--- src/rtl/alpha2_3_wb_timeout_bridge.sv ---
// Registered Wishbone bridge: one outstanding downstream transfer, timeout abort with ERR_DATA and sticky IRQ.
// Define ALPHA2_3_BRIDGE_CSR_EN to serve a local status/clear register at CSR_ADDR instead of forwarding it.
module alpha2_3_wb_timeout_bridge #(
    parameter int unsigned TIMEOUT_CYCLES = 255,
    parameter logic [31:0] ERR_DATA       = 32'hDEAD_BEEF
`ifdef ALPHA2_3_BRIDGE_CSR_EN
    ,
    parameter logic [31:0] CSR_ADDR       = 32'h3000_F000
`endif
) (
    input  logic        wb_clk_i,
    input  logic        wb_rst_n,
    input  logic        wbs_cyc_i,
    input  logic        wbs_stb_i,
    input  logic        wbs_we_i,
    input  logic [3:0]  wbs_sel_i,
    input  logic [31:0] wbs_adr_i,
    input  logic [31:0] wbs_dat_i,
    output logic        wbs_ack_o,
    output logic [31:0] wbs_dat_o,
    output logic        m_cyc_o,
    output logic        m_stb_o,
    output logic        m_we_o,
    output logic [3:0]  m_sel_o,
    output logic [31:0] m_adr_o,
    output logic [31:0] m_dat_o,
    input  logic        m_ack_i,
    input  logic [31:0] m_dat_i,
    input  logic        err_clr_i,
    output logic        err_irq_o
);

    localparam int CNT_W = $clog2(TIMEOUT_CYCLES);
    localparam logic [CNT_W-1:0] CNT_LAST = CNT_W'(TIMEOUT_CYCLES - 1);

    typedef enum logic [1:0] {
        IDLE = 2'd0,
        REQ  = 2'd1,
        RESP = 2'd2
    } state_t;

    state_t           state_reg;
    logic [CNT_W-1:0] count_reg;
    logic             req_valid;
    logic             timeout_hit;

    // The master still holds stb during the ack cycle; ignoring it there prevents a duplicate request.
    assign req_valid   = wbs_cyc_i & wbs_stb_i & ~wbs_ack_o;
    assign timeout_hit = (count_reg == CNT_LAST);

`ifdef ALPHA2_3_BRIDGE_CSR_EN
    logic       local_reg;
    logic       csr_clr_reg;
    logic [7:0] err_count_reg;
    logic       csr_hit;

    assign csr_hit = (wbs_adr_i == CSR_ADDR);
`endif

    always_ff @(posedge wb_clk_i or negedge wb_rst_n) begin
        if (!wb_rst_n) begin
            state_reg     <= IDLE;
            count_reg     <= '0;
            wbs_ack_o     <= 1'b0;
            wbs_dat_o     <= '0;
            m_cyc_o       <= 1'b0;
            m_stb_o       <= 1'b0;
            m_we_o        <= 1'b0;
            m_sel_o       <= '0;
            m_adr_o       <= '0;
            m_dat_o       <= '0;
            err_irq_o     <= 1'b0;
`ifdef ALPHA2_3_BRIDGE_CSR_EN
            local_reg     <= 1'b0;
            csr_clr_reg   <= 1'b0;
            err_count_reg <= '0;
`endif
        end else begin
            wbs_ack_o <= 1'b0;
            // A timeout later in this block overrides the clear, so set wins.
            if (err_clr_i) begin
                err_irq_o <= 1'b0;
            end

            case (state_reg)
                IDLE: begin
                    if (req_valid) begin
                        count_reg <= '0;
                        state_reg <= REQ;
`ifdef ALPHA2_3_BRIDGE_CSR_EN
                        local_reg   <= csr_hit;
                        csr_clr_reg <= wbs_we_i & wbs_sel_i[3] & wbs_dat_i[31];
                        if (!csr_hit) begin
                            m_adr_o <= wbs_adr_i;
                            m_dat_o <= wbs_dat_i;
                            m_sel_o <= wbs_sel_i;
                            m_we_o  <= wbs_we_i;
                            m_cyc_o <= 1'b1;
                            m_stb_o <= 1'b1;
                        end
`else
                        m_adr_o <= wbs_adr_i;
                        m_dat_o <= wbs_dat_i;
                        m_sel_o <= wbs_sel_i;
                        m_we_o  <= wbs_we_i;
                        m_cyc_o <= 1'b1;
                        m_stb_o <= 1'b1;
`endif
                    end
                end

                REQ: begin
`ifdef ALPHA2_3_BRIDGE_CSR_EN
                    if (local_reg) begin
                        wbs_dat_o <= {err_irq_o, 7'b0, err_count_reg, 16'b0};
                        if (csr_clr_reg) begin
                            err_irq_o     <= 1'b0;
                            err_count_reg <= '0;
                        end
                        state_reg <= RESP;
                    end else
`endif
                    if (m_ack_i) begin
                        m_cyc_o <= 1'b0;
                        m_stb_o <= 1'b0;
                        // An ack racing a master abort is dropped: the master no longer wants it.
                        if (wbs_cyc_i) begin
                            wbs_dat_o <= m_dat_i;
                            state_reg <= RESP;
                        end else begin
                            state_reg <= IDLE;
                        end
                    end else if (timeout_hit) begin
                        m_cyc_o   <= 1'b0;
                        m_stb_o   <= 1'b0;
                        wbs_dat_o <= ERR_DATA;
                        err_irq_o <= 1'b1;
`ifdef ALPHA2_3_BRIDGE_CSR_EN
                        if (err_count_reg != 8'hFF) begin
                            err_count_reg <= err_count_reg + 8'd1;
                        end
`endif
                        state_reg <= RESP;
                    end else if (!wbs_cyc_i) begin
                        m_cyc_o   <= 1'b0;
                        m_stb_o   <= 1'b0;
                        state_reg <= IDLE;
                    end else begin
                        count_reg <= count_reg + CNT_W'(1);
                    end
                end

                RESP: begin
                    wbs_ack_o <= 1'b1;
                    state_reg <= IDLE;
                end

                default: begin
                    state_reg <= IDLE;
                end
            endcase
        end
    end

endmodule

--- config.mk ---
export PLATFORM = sky130hd
export DESIGN_NAME = alpha2_3_wb_timeout_bridge
export DESIGN_NICKNAME = d
export VERILOG_FILES = /design/src/rtl/alpha2_3_wb_timeout_bridge.sv
export SDC_FILE = /design/constraint.sdc
export NUM_CORES = 1
export LEC_CHECK = 0
export ABC_AREA = 1
export BUFFER_PORTS_ARGS = -buffer_cell sky130_fd_sc_hd__buf_2
export CAP_MARGIN = 40
export CORE_MARGIN = 4
export CORE_UTILIZATION = 45
export DETAILED_ROUTE_END_ITERATION = 16
export PLACE_DENSITY = 0.77
export SKIP_LAST_GASP = 1
export SYNTH_ARGS = -nofsm -noshare
export SYNTH_HDL_FRONTEND = slang
export SYNTH_SLANG_ARGS = --single-unit
--- constraint.sdc ---
create_clock -name wb_clk_i -period 1.7 [get_ports wb_clk_i]
set_input_delay 0.425 -clock wb_clk_i [delete_from_list [all_inputs] [get_ports wb_clk_i]]
set_output_delay 0.425 -clock wb_clk_i [all_outputs]
set_load 0.05 [all_outputs]
After elaboration in Yosys (flattened, before gate mapping)
Cells that the tools add are included.
- bits in registers: 114
- logic and storage cells: 55
- $add $sub $neg: 1
- equality and inequality tests: 9
- multiplexer cells: 24
- bitwise gates (word level): 3
- reduce and logical (&&, ||, !) cells: 8
- operator list (cell ; number):
    two-way mux 32 bit ; 3
    two-way mux 8 bit ; 4
    case mux 8 bit (2 select lines) ; 1
    two-way mux 2 bit ; 5
    != test 2 bit (second input constant) ; 5
    two-way mux 1 bit ; 9
    adder 8 x 1 -> 8 bit (second input constant) ; 1
    equality test 8 bit (second input constant) ; 1
    AND reduction 3 bit ; 2
    AND reduction 5 bit ; 1
    != test 4 bit (second input constant) ; 1
    case mux 2 bit (2 select lines) ; 1
    AND reduction 2 bit ; 2
    nonzero test 2 bit ; 2
    AND 1 bit ; 2
    equality test 2 x 1 -> 1 bit (second input constant) ; 1
    equality test 2 bit (second input constant) ; 1
    zero test 2 bit ; 1
    case mux 1 bit (2 select lines) ; 1
    NOT 1 bit ; 1

Depth between registers and ports, before layout
- word-level depth: 5
- depth in mapped cells: 11

Worst setup path before layout
OpenSTA, ideal clock, no wires.
- path kind: register to register
- start point: register wbs_ack_o
- end point: register m_adr_o[0]
- library setup time: 0.118 ns
- data arrival time: 1.341 ns
- data required time: 1.582 ns
- path slack: 0.241 ns
- stages on the path, launching flop included: 7
- path buffers: 2
- period minus slack after synthesis: 1.459 ns
- cells stage by stage: dfrtp_1 > nor2_1 > nand3_1 > buf_4 > buf_4 > nand2_1 > nand2_1
- word-level cells in the longest chain between the ends: 3
- RTL lines (element ; RTL line ; source):
    from (decl) ; 19 ; output logic wbs_ack_o,
    from (signal assigned) ; 64 ; wbs_ack_o <= 1'b0;
    from (signal assigned) ; 79 ; wbs_ack_o <= 1'b0;
    from (signal assigned) ; 154 ; wbs_ack_o <= 1'b1;
    NOT 1 bit ; 48 ; assign req_valid = wbs_cyc_i & wbs_stb_i & ~wbs_ack_o;
    AND 1 bit ; 48 ;
    AND reduction 2 bit (no source line) ; n/a ;
    to (signal assigned) ; 102 ; m_adr_o <= wbs_adr_i;
    to (decl) ; 25 ; output logic [31:0] m_adr_o,
Every way passes these cells.
A chain may end at the register's enable or synchronous reset.

Worst setup path after layout
- start point: register wbs_dat_o[16]
- end point: output port wbs_dat_o[16]
- RTL lines (element ; RTL line ; source):
    from (decl) ; 20 ; output logic [31:0] wbs_dat_o,
    from (signal assigned) ; 128 ; wbs_dat_o <= m_dat_i;
No word-level cell between the ends.

==> run metrics <==
vias in the first global route 4274; Sink Count 114; Worst Max-Slew Pin Slew 576 ps; Non-Filler Instances 897; die area 12400 um^2; Worst Setup End Kind primary output; Avg Cell Area, Syn 9.02 um^2; Post-DRT Antenna Nets 0; Worst EP arrival 1150 ps; filler cell count 881; largest net degree at the start of global routing 51; cells along the critical path buf_2; GR Util met1 22.2%; biggest regs m_adr_o: 32 flops, m_dat_o: 32 flops, wbs_dat_o: 32 flops; flip-flop and latch area 2850 um^2; H-tree depth 4; total power 11100 uW; initial antenna violation count 0; status finished, final reports clean; Lkg Pwr 0.00364 uW; max-cap viol count 0; Slowest-stage cell, CP dfrtp_1; critical path launch point type flop; number of distinct library cells after synthesis 25; area delta synth->final 36.4%; net count after synthesis 640; Placer Congestion 0.838; core area 10400 um^2; CP top delay family flip-flops; M3 GR Usage 6.33%; Post-CTS Setup Inserts 0; DP HPWL 8810 um; WP buf/inv 1; die span in x 111 um; unrepaired setup endpoints after global routing no; Overflow after GRT 0; timing-limited maximum frequency 0.633 GHz; Multi-input gate area 1710 um^2; Cell Area, Synth 4790 um^2; CTS buffer count 17; CTS tree yes; share of layout cells above drive strength 1 42.8%; Top Ports 212; post-CTS sizing 0; Die Ht 111 um; Tcrit/Tclk final 92.9%; register area share after synthesis 59.5%; DR WL/cell 13.5 um; Skew-Pair Late Insertion Delay 500 ps; Total GRT Usage 19.9%; Vias/cell 4.59; clk buf depth 2; layer with the highest usage met2; post-cts hold buffer count 1; DRT Pass-1 Iters 4; Worst VDD drop 1.00 mV; final hold violation count 0; crit path max fanout 2; Setup Crit Path Kind flop to primary output; Critical Path Max Stage Delay 370 ps; first-pass GRT wire length 19900 um; WP data required 1270 ps; HP Class input port to flop; root buffer cell clkbuf_8; Initial Util 46.2%; Power Density 1700 nW/um^2; antenna cells 0; Cells after Synth 531; DRC violations left 0; Synth Register Bits 114; Reg2Reg Setup Slack 130 ps; # setup viols final 0; via count 4113; met2 usage 35.0%; Rel. slew slack 61.6%; site row count 37; port bufs 211; Slew Limit Fails 0; Worst-path clk slew 50 ps; Worst Skew 11.6 ps; initial drt markers 192; WL final 12100 um; placed insts 867; setup tns final 0 ps; Synth Warn # 0; fin crit period 1580 ps; Final #Nets 860
## area by class of cell
type	instances	area share, %
sequential	114	43.6
multi-input combinational	382	26.1
timing repair buffer	221	18.1
clock buffer	23	7.45
tap	136	2.60
inverter	15	1.19
clock inverter	6	0.842
## power by group
group	switching [uW]	total [uW]	internal, uW
clock	1120	3210	2090
combinational	3250	4170	920
sequential	387	3760	3370
## cells by family (layout without fill, tap and decap cells)
family,after synthesis,count (layout),synth area share (%)
buf+inv,35,265,4.91
compound gates,7,7,0.757
simple gates,373,373,34.3
fa+ha+maj,2,2,0.522
flops,114,114,59.5
## per-stage QoR
step | setup WS (ps) | cell area, um^2 | util [%] | hold slack (ps)
6_report | 120 | 6540 | 63.0 | 112
5_1_grt | 15.1 | 6540 | 63.0 | 99.4
4_1_cts | 90.9 | 6540 | 63.0 | 90.6
3_5_place_dp | 136 | 5980 | 57.7 | 302
3_3_place_gp | 193 | 5980 | 57.7 | 304
2_1_floorplan | 241 | 4790 | - | 129
## final timing paths
check | from | end | cells past startpoint
setup / recovery | wbs_dat_o[16]$_DFFE_PN0P_ | wbs_dat_o[16] | 1
hold / removal | wbs_adr_i[3] | m_adr_o[3]$_DFFE_PN0P_ | 3
setup reg to reg | count_reg[0]$_DFFE_PN0P_ | count_reg[1]$_DFFE_PN0P_ | 9
hold reg to reg | m_dat_o[2]$_DFFE_PN0P_ | m_dat_o[2]$_DFFE_PN0P_ | 2
max in group asynchronous | wb_rst_n | wbs_dat_o[21]$_DFFE_PN0P_ | 3
min in group asynchronous | wb_rst_n | err_irq_o$_DFF_PN0_ | 2
## metal layers
metal  up-vias  share of wire [%]
li1       2042                  -
met1      1913                 38
met2       135                 54
met3        23                6.0
met4         0                1.9
met5         -                  0
## tightest hold or removal path: stages
cell and delay [ps]:
buf_2 70, nand2_1 40, nand2_1 40
## Yosys cell counts
| master | n | area share (%) |
|---|---|---|
| clkbuf_1 | 5 | 0.39 |
| nor2_4 | 1 | 0.24 |
| nor3_1 | 1 | 0.10 |
| buf_4 | 5 | 0.78 |
| nand2_2 | 4 | 0.52 |
| buf_2 | 6 | 0.63 |
| nand3_2 | 1 | 0.21 |
| nor2_1 | 32 | 2.5 |
| ha_1 | 2 | 0.52 |
| dfrtp_1 | 114 | 60 |
| buf_6 | 1 | 0.24 |
| o21ai_0 | 3 | 0.31 |
| inv_1 | 8 | 0.63 |
| buf_12 | 3 | 1.3 |
| bufinv_8 | 1 | 0.37 |
| nand2_1 | 259 | 20 |
| nand3b_4 | 1 | 0.42 |
| a21oi_1 | 3 | 0.31 |
| nand3_1 | 11 | 1.1 |
| nand2_4 | 3 | 0.71 |
| nor2_2 | 59 | 7.7 |
| nand2_8 | 1 | 0.42 |
| inv_2 | 5 | 0.39 |
| inv_8 | 1 | 0.24 |
| o22ai_1 | 1 | 0.13 |
## placed cells by master (no fill, tap or decap)
master and count:
nand2_1 259, buf_2 210, dfrtp_1 114, nor2_2 59, nor2_1 32, clkbuf_16 16, nand3_1 10, inv_1 8
clkbuf_8 6, buf_4 6, inv_2 5, clkinv_2 5, nand2_2 4, buf_12 4, nand2_4 3, a21oi_1 3
o21ai_0 3, nand3_2 2, ha_1 2, bufinv_8 1, o22ai_1 1, nand3b_4 1, nor3_1 1, nor2_4 1
nand2_8 1, inv_8 1, clkbuf_1 1, bufinv_16 1, dlygate4sd3_1 1
(Power assumes the default switching activity.)
